[src/rtl/load_store_unit_pkg.sv]
// load_store_unit_pkg: access width codes, FSM states and width helper for the load/store unit.
package load_store_unit_pkg;
  localparam logic [2:0] W_B  = 3'b000;
  localparam logic [2:0] W_H  = 3'b001;
  localparam logic [2:0] W_W  = 3'b010;
  localparam logic [2:0] W_BU = 3'b100;
  localparam logic [2:0] W_HU = 3'b101;
  typedef enum logic [2:0] {S_IDLE, S_REQ_LO, S_RSP_LO, S_REQ_HI, S_RSP_HI, S_ERR} state_e;
  function automatic logic [2:0] access_bytes(input logic [2:0] w);
    return w[1:0] == 2'b00 ? 3'd1 : w[1:0] == 2'b01 ? 3'd2 : 3'd4;
  endfunction
endpackage

[src/rtl/load_store_unit_align.sv]
// load_store_unit_align: byte-lane steering for stores and extraction/extension for loads over a two-word window.
module load_store_unit_align import load_store_unit_pkg::*; #(
  parameter int DATA_WIDTH = 32,
  localparam int NB = DATA_WIDTH / 8,
  localparam int OW = $clog2(NB)
) (
  input  logic [OW-1:0]           off_i,
  input  logic [2:0]              width_i,
  input  logic [DATA_WIDTH-1:0]   wdata_i,
  input  logic [DATA_WIDTH-1:0]   rlo_i,
  input  logic [DATA_WIDTH-1:0]   rhi_i,
  output logic [2*NB-1:0]         wstrb_o,
  output logic [2*DATA_WIDTH-1:0] wdata_o,
  output logic [DATA_WIDTH-1:0]   rdata_o,
  output logic                    crosses_o,
  output logic                    misaligned_o,
  output logic                    illegal_o
);
  logic [2:0] nbytes;
  logic [3:0] bmask;
  logic [DATA_WIDTH-1:0] raw;
  logic [7:0] b;
  logic [15:0] h;
  logic [31:0] w;
  assign nbytes = access_bytes(width_i);
  assign bmask = nbytes == 3'd1 ? 4'h1 : nbytes == 3'd2 ? 4'h3 : 4'hF;
  // Two-word windows: the upper half feeds the second bus transaction of a split.
  assign wstrb_o = (2*NB)'(bmask) << off_i;
  assign wdata_o = (2*DATA_WIDTH)'(wdata_i) << {off_i, 3'b000};
  assign raw = DATA_WIDTH'({rhi_i, rlo_i} >> {off_i, 3'b000});
  assign b = raw[7:0];
  assign h = raw[15:0];
  assign w = raw[31:0];
  assign rdata_o = width_i == W_B  ? DATA_WIDTH'($signed(b)) :
                   width_i == W_H  ? DATA_WIDTH'($signed(h)) :
                   width_i == W_W  ? DATA_WIDTH'($signed(w)) :
                   width_i == W_BU ? DATA_WIDTH'(b) :
                   width_i == W_HU ? DATA_WIDTH'(h) : '0;
  assign crosses_o = ({1'b0, off_i} + (OW+1)'(nbytes)) > (OW+1)'(NB);
  assign misaligned_o = (off_i[1:0] & (nbytes[1:0] - 2'd1)) != 2'd0;
  assign illegal_o = (&width_i[1:0]) || (width_i[2] && width_i[1]);
endmodule

[src/rtl/load_store_unit.sv]
// load_store_unit: request/response front-end to a word-wide data bus, splitting word-crossing accesses.
module load_store_unit import load_store_unit_pkg::*; #(
  parameter int DATA_WIDTH = 32,
  parameter int ADDR_WIDTH = 32,
  parameter int ALLOW_MISALIGNED = 1,
  localparam int NB = DATA_WIDTH / 8,
  localparam int OW = $clog2(NB)
) (
  input  logic                  clk_i,
  input  logic                  rst_ni,
  input  logic                  req_valid_i,
  output logic                  req_ready_o,
  input  logic                  req_we_i,
  input  logic [2:0]            req_width_i,
  input  logic [ADDR_WIDTH-1:0] req_addr_i,
  input  logic [DATA_WIDTH-1:0] req_wdata_i,
  output logic                  busy_o,
  output logic                  rsp_valid_o,
  output logic [DATA_WIDTH-1:0] rsp_rdata_o,
  output logic                  rsp_err_o,
  output logic                  mem_req_o,
  input  logic                  mem_gnt_i,
  output logic                  mem_we_o,
  output logic [ADDR_WIDTH-1:0] mem_addr_o,
  output logic [NB-1:0]         mem_wstrb_o,
  output logic [DATA_WIDTH-1:0] mem_wdata_o,
  input  logic                  mem_rvalid_i,
  input  logic [DATA_WIDTH-1:0] mem_rdata_i
);
  state_e state_q, state_d;
  logic we_q, split_q, rsp_valid_q, rsp_valid_d, rsp_err_q, rsp_err_d;
  logic [2:0] width_q;
  logic [ADDR_WIDTH-1:0] addr_q;
  logic [OW-1:0] off_q;
  logic [DATA_WIDTH-1:0] wdata_q, lo_q, rsp_rdata_q, rsp_rdata_d;
  logic accept, hi, err_s, crosses, misaligned, illegal;
  logic [2*NB-1:0] strb2;
  logic [2*DATA_WIDTH-1:0] wdata2;
  logic [DATA_WIDTH-1:0] rdata_ext, rlo, rhi;
  assign req_ready_o = state_q == S_IDLE && !rsp_valid_q;
  assign accept = req_valid_i && req_ready_o;
  assign busy_o = (!req_ready_o && !rsp_valid_q) || accept;
  assign rlo = state_q == S_RSP_HI ? lo_q : mem_rdata_i;
  assign rhi = state_q == S_RSP_HI ? mem_rdata_i : '0;
  // In IDLE the aligner looks at the incoming request to classify it; afterwards at the captured one.
  load_store_unit_align #(.DATA_WIDTH(DATA_WIDTH)) u_align (
    .off_i       (state_q == S_IDLE ? req_addr_i[OW-1:0] : off_q),
    .width_i     (state_q == S_IDLE ? req_width_i : width_q),
    .wdata_i     (wdata_q),
    .rlo_i       (rlo),
    .rhi_i       (rhi),
    .wstrb_o     (strb2),
    .wdata_o     (wdata2),
    .rdata_o     (rdata_ext),
    .crosses_o   (crosses),
    .misaligned_o(misaligned),
    .illegal_o   (illegal)
  );
  assign err_s = illegal || (misaligned && ALLOW_MISALIGNED == 0);
  always_comb begin
    state_d = state_q;
    unique case (state_q)
      S_IDLE:   state_d = accept ? (err_s ? S_ERR : S_REQ_LO) : S_IDLE;
      S_REQ_LO: state_d = mem_gnt_i ? S_RSP_LO : S_REQ_LO;
      S_RSP_LO: state_d = mem_rvalid_i ? (split_q ? S_REQ_HI : S_IDLE) : S_RSP_LO;
      S_REQ_HI: state_d = mem_gnt_i ? S_RSP_HI : S_REQ_HI;
      S_RSP_HI: state_d = mem_rvalid_i ? S_IDLE : S_RSP_HI;
      S_ERR:    state_d = S_IDLE;
      default:  state_d = S_IDLE;
    endcase
    rsp_valid_d = (state_q == S_RSP_LO && mem_rvalid_i && !split_q) ||
                  (state_q == S_RSP_HI && mem_rvalid_i) || state_q == S_ERR;
    rsp_err_d = state_q == S_ERR;
    rsp_rdata_d = (rsp_valid_d && !we_q && !rsp_err_d) ? rdata_ext : '0;
  end
  always_ff @(posedge clk_i or negedge rst_ni) begin
    if (!rst_ni) begin
      state_q     <= S_IDLE;
      we_q        <= 1'b0;
      width_q     <= '0;
      addr_q      <= '0;
      off_q       <= '0;
      wdata_q     <= '0;
      split_q     <= 1'b0;
      lo_q        <= '0;
      rsp_valid_q <= 1'b0;
      rsp_err_q   <= 1'b0;
      rsp_rdata_q <= '0;
    end else begin
      state_q     <= state_d;
      rsp_valid_q <= rsp_valid_d;
      rsp_err_q   <= rsp_err_d;
      rsp_rdata_q <= rsp_rdata_d;
      if (accept) begin
        we_q    <= req_we_i;
        width_q <= req_width_i;
        addr_q  <= {req_addr_i[ADDR_WIDTH-1:OW], {OW{1'b0}}};
        off_q   <= req_addr_i[OW-1:0];
        wdata_q <= req_wdata_i;
        split_q <= crosses && !err_s;
      end
      if (state_q == S_RSP_LO && mem_rvalid_i) lo_q <= mem_rdata_i;
    end
  end
  assign hi = state_q == S_REQ_HI;
  assign mem_req_o = state_q == S_REQ_LO || hi;
  assign mem_we_o = mem_req_o && we_q;
  assign mem_addr_o = !mem_req_o ? '0 : hi ? addr_q + ADDR_WIDTH'(NB) : addr_q;
  assign mem_wstrb_o = !mem_we_o ? '0 : hi ? strb2[2*NB-1:NB] : strb2[NB-1:0];
  assign mem_wdata_o = !mem_we_o ? '0 : hi ? wdata2[2*DATA_WIDTH-1:DATA_WIDTH] : wdata2[DATA_WIDTH-1:0];
  assign rsp_valid_o = rsp_valid_q;
  assign rsp_err_o = rsp_err_q;
  assign rsp_rdata_o = rsp_rdata_q;
endmodule

[config.mk]
export PLATFORM = sky130hd
export DESIGN_NAME = load_store_unit
export DESIGN_NICKNAME = d
export VERILOG_FILES = /design/src/rtl/load_store_unit_pkg.sv /design/src/rtl/load_store_unit_align.sv /design/src/rtl/load_store_unit.sv
export SDC_FILE = /design/constraint.sdc
export NUM_CORES = 1
export LEC_CHECK = 0
export CAP_MARGIN = 20
export CORE_MARGIN = 2
export CORE_UTILIZATION = 56
export CTS_BUF_LIST = sky130_fd_sc_hd__clkbuf_8
export DETAILED_ROUTE_END_ITERATION = 8
export GPL_TIMING_DRIVEN = 0
export PLACE_DENSITY = 0.85
export SLEW_MARGIN = 30
export SYNTH_ARGS = -nofsm -noshare
export SYNTH_HDL_FRONTEND = slang
export SYNTH_SLANG_ARGS = --single-unit
[constraint.sdc]
create_clock -name clk_i -period 8.5 [get_ports clk_i]
set_input_delay 1.7 -clock clk_i [delete_from_list [all_inputs] [get_ports clk_i]]
set_output_delay 1.7 -clock clk_i [all_outputs]
set_load 0.005 [all_outputs]
==> impl_metrics.ini <==
[critical_path]
critPathCaptureType = output port
worstSetupStartpointType = input pin
cp.arrival_ns = 5.05
critPathRequiredTime_ns = 6.80
critPathMaxFanout = 10
critPathKind = input pin to output port

[final_layout]
fillerInstances = 1028
drive_above_1_share_pct = 19.1
seq_area_um2 = 3450
area.growth.synth_to_final_pct = 32.6
final_cell_mix = 207 x clkdlybuf4s50_1, 138 x dfrtp_1, 131 x mux2_2
antenna_cells = 0
multi_input_area_um2 = 4650
mostFrequentLayoutCell = clkdlybuf4s50_1
nets = 1189

[die]
initial_utilization_pct = 57.9
die_area_um2 = 16100
io_pins = 211
core_um2 = 14600
num_rows = 44
die_h_um = 127
die_width_um = 127

[global_routing]
grt_overflow = 0
grt_pass1_vias = 8154
grt_max_degree = 74
grt_use_total_pct = 34.8
antenna_found_initial = 0
grt_pass1_wl_um = 43600

[routing]
wire_per_inst_um = 22.1
remaining_drc_errors = 0
via_count = 8198
drtAntennaViolNets = 0
firstDrtPassIters = 6
drt_wl_total_um = 28200
drt_iter0_markers = 933
vias_per_cell = 6.41

[synthesis]
synth-edff-count = 0
ys_seq_elements = 138
async_flop_share_pct = 100
syn_area_um2 = 8480
ys_seq_area_share_pct = 40.7
synth_area_per_cell_um2 = 9.96
synth_cells = 852
synth-main-ff-cell = dfrtp_1
ys_types = 68
yosysWarnings = 0

[cts]
cts_made_buffers = 17
cts.sinks = 138
cts_tree = yes
cts-root-buf = clkbuf_8
clk_latency_ns = 0.46
cts_resized = 0
ctsHtreeMaxLevel = 4
cts_buffer_depth = 2
ctsHoldBuffers = 0
path_clk_slew_ns = 0.08
post-cts-setup-buffer-count = 0

[timing]
whs_ns = 0.512
fmax_mhz = 148
skew_ns = 0.00704
setup-tns-final_ns = 0
worst_pin_slew_ns = 1.09
drv_slew = 0
period_needed_ns = 6.75
rsz0062_at_grt = false
hold_viol_final = 0
finalSetupViolCount = 0
timing.final.crit_share_pct = 79.5
relSlewSlack_pct = 27.1

[min_path]
hold_path.class = flop to flop

[power_and_ir_drop]
vdd.ir_drop.worst_mv = 0.230
powerDensity_nw_per_um2 = 368
leakage_nw = 4.57

[run_status]
outcome = finished, final reports clean

[flow_run]
cap_violations = 0

[place]
place_congestion = 0.926
hpwl_um = 19900
io_buffer_count = 208
[kinds of logic after synthesis]
kind of cell / Yosys count / synth area share (%)
mux: 183 / 23.5
simple gates: 294 / 17.2
xor+xnor: 18 / 1.86
fa+ha+maj: 3 / 0.531
other cells: 1 / 0.0442
buf+inv: 78 / 4.60
flops: 138 / 40.7
compound gates: 137 / 11.5
[critical path: stages]
cell and delay, ns:
clkdlybuf4s50_1 0.45, or4b_1 0.18, buf_2 0.20, and2_4 0.18, buf_6 0.14, inv_6 0.05
buf_4 0.18, nor2_1 0.64, a221oi_1 0.21, nor3b_1 0.51, clkdlybuf4s50_1 0.61
[cell usage after synthesis (2+ instances only)]
library cell | instances | share of area [%]
nor4_1 | 5 | 0.37
xnor2_1 | 11 | 1.1
nand4_1 | 18 | 1.3
nand2b_1 | 3 | 0.22
or3_1 | 11 | 0.81
a211oi_2 | 2 | 0.29
clkbuf_1 | 31 | 1.4
a21o_1 | 2 | 0.18
o22ai_1 | 7 | 0.52
and2_1 | 2 | 0.15
dfrtp_1 | 138 | 41
nand3_1 | 30 | 1.8
o21ai_0 | 15 | 0.88
buf_6 | 4 | 0.53
nand2_1 | 103 | 4.6
a32oi_1 | 7 | 0.72
buf_4 | 7 | 0.62
buf_1 | 5 | 0.22
buf_2 | 16 | 0.94
nor3_1 | 24 | 1.4
o31ai_2 | 2 | 0.29
a31oi_1 | 10 | 0.74
and4_1 | 5 | 0.52
xor2_1 | 7 | 0.72
a22oi_1 | 8 | 0.71
mux2_2 | 131 | 17
nor2_1 | 50 | 2.2
ha_1 | 2 | 0.29
a311oi_1 | 2 | 0.21
mux2i_1 | 52 | 6.1
o22a_1 | 8 | 0.83
a221oi_1 | 24 | 2.5
inv_1 | 12 | 0.53
a21oi_1 | 36 | 2.1
nor2_2 | 2 | 0.15
a211oi_1 | 2 | 0.18
nor2b_1 | 2 | 0.15
nor4bb_1 | 3 | 0.35
and3_1 | 14 | 1.0
nor3b_1 | 11 | 0.97
[worst paths after layout]
check	startpoint	end	slack [ns]	depth (start not counted)
max	req_addr_i[0]	mem_wdata_o[0]	1.75	11
min	lo_q[10]	lo_q[10]	0.51	1
max reg2reg	state_q[0]	rsp_rdata_o[15]	5.08	7
min reg2reg	lo_q[10]	lo_q[10]	0.51	1
max in group asynchronous	rst_ni	off_q[1]	6.56	2
min in group asynchronous	rst_ni	rsp_rdata_o[29]	1.17	1
[through the flow]
stage          power (mW)  cell area (um^2)  util (%)  worst slack (ns)  cells
3_3_place_gp         3.42             10800      73.7             0.266   1245
3_5_place_dp         3.49             10800      74.0              1.93   1246
5_1_grt              4.35             11200      76.8              1.74   1278
2_1_floorplan        2.65              8490         -              3.47    853
6_report             4.14             11200      76.8              1.75   1278
4_1_cts              4.07             11200      76.8              1.90   1278
[sequential cells by signal, summed over array words and instances, names as in the netlist]
name / count
off_q: 2
width_q: 3
rsp_rdata_o: 32
wdata_q: 32
rsp_err_o: 1
we_q: 1
addr_q: 30
state_q: 3
split_q: 1
lo_q: 32
rsp_valid_o: 1
[metal layers]
layer  part of all wire [%]  wire [um]  GRT usage, %  up-vias
met1                     39      11100          45.2     3959
met4                    3.2        906          14.0        0
met2                     48      13500          56.9      568
met3                    9.5       2690          7.83       86
met5                      0          0             0        -
li1                       -          -             -     3585
[area by class of cell]
class	count	area share, %
clock inverter	15	1.55
sequential	138	30.7
multi-input combinational	637	41.3
timing repair buffer	209	18.8
buffer	64	2.96
inverter	14	0.512
tap	184	2.05
clock buffer	17	2.08
[where the power goes]
part	internal [mW]	total (mW)	switching [mW]
Sequential	0.932	1.19	0.257
Combinational	1.11	2.38	1.26
Clock	0.290	0.572	0.282
No activity file was read; power rests on OpenSTA's default activity.
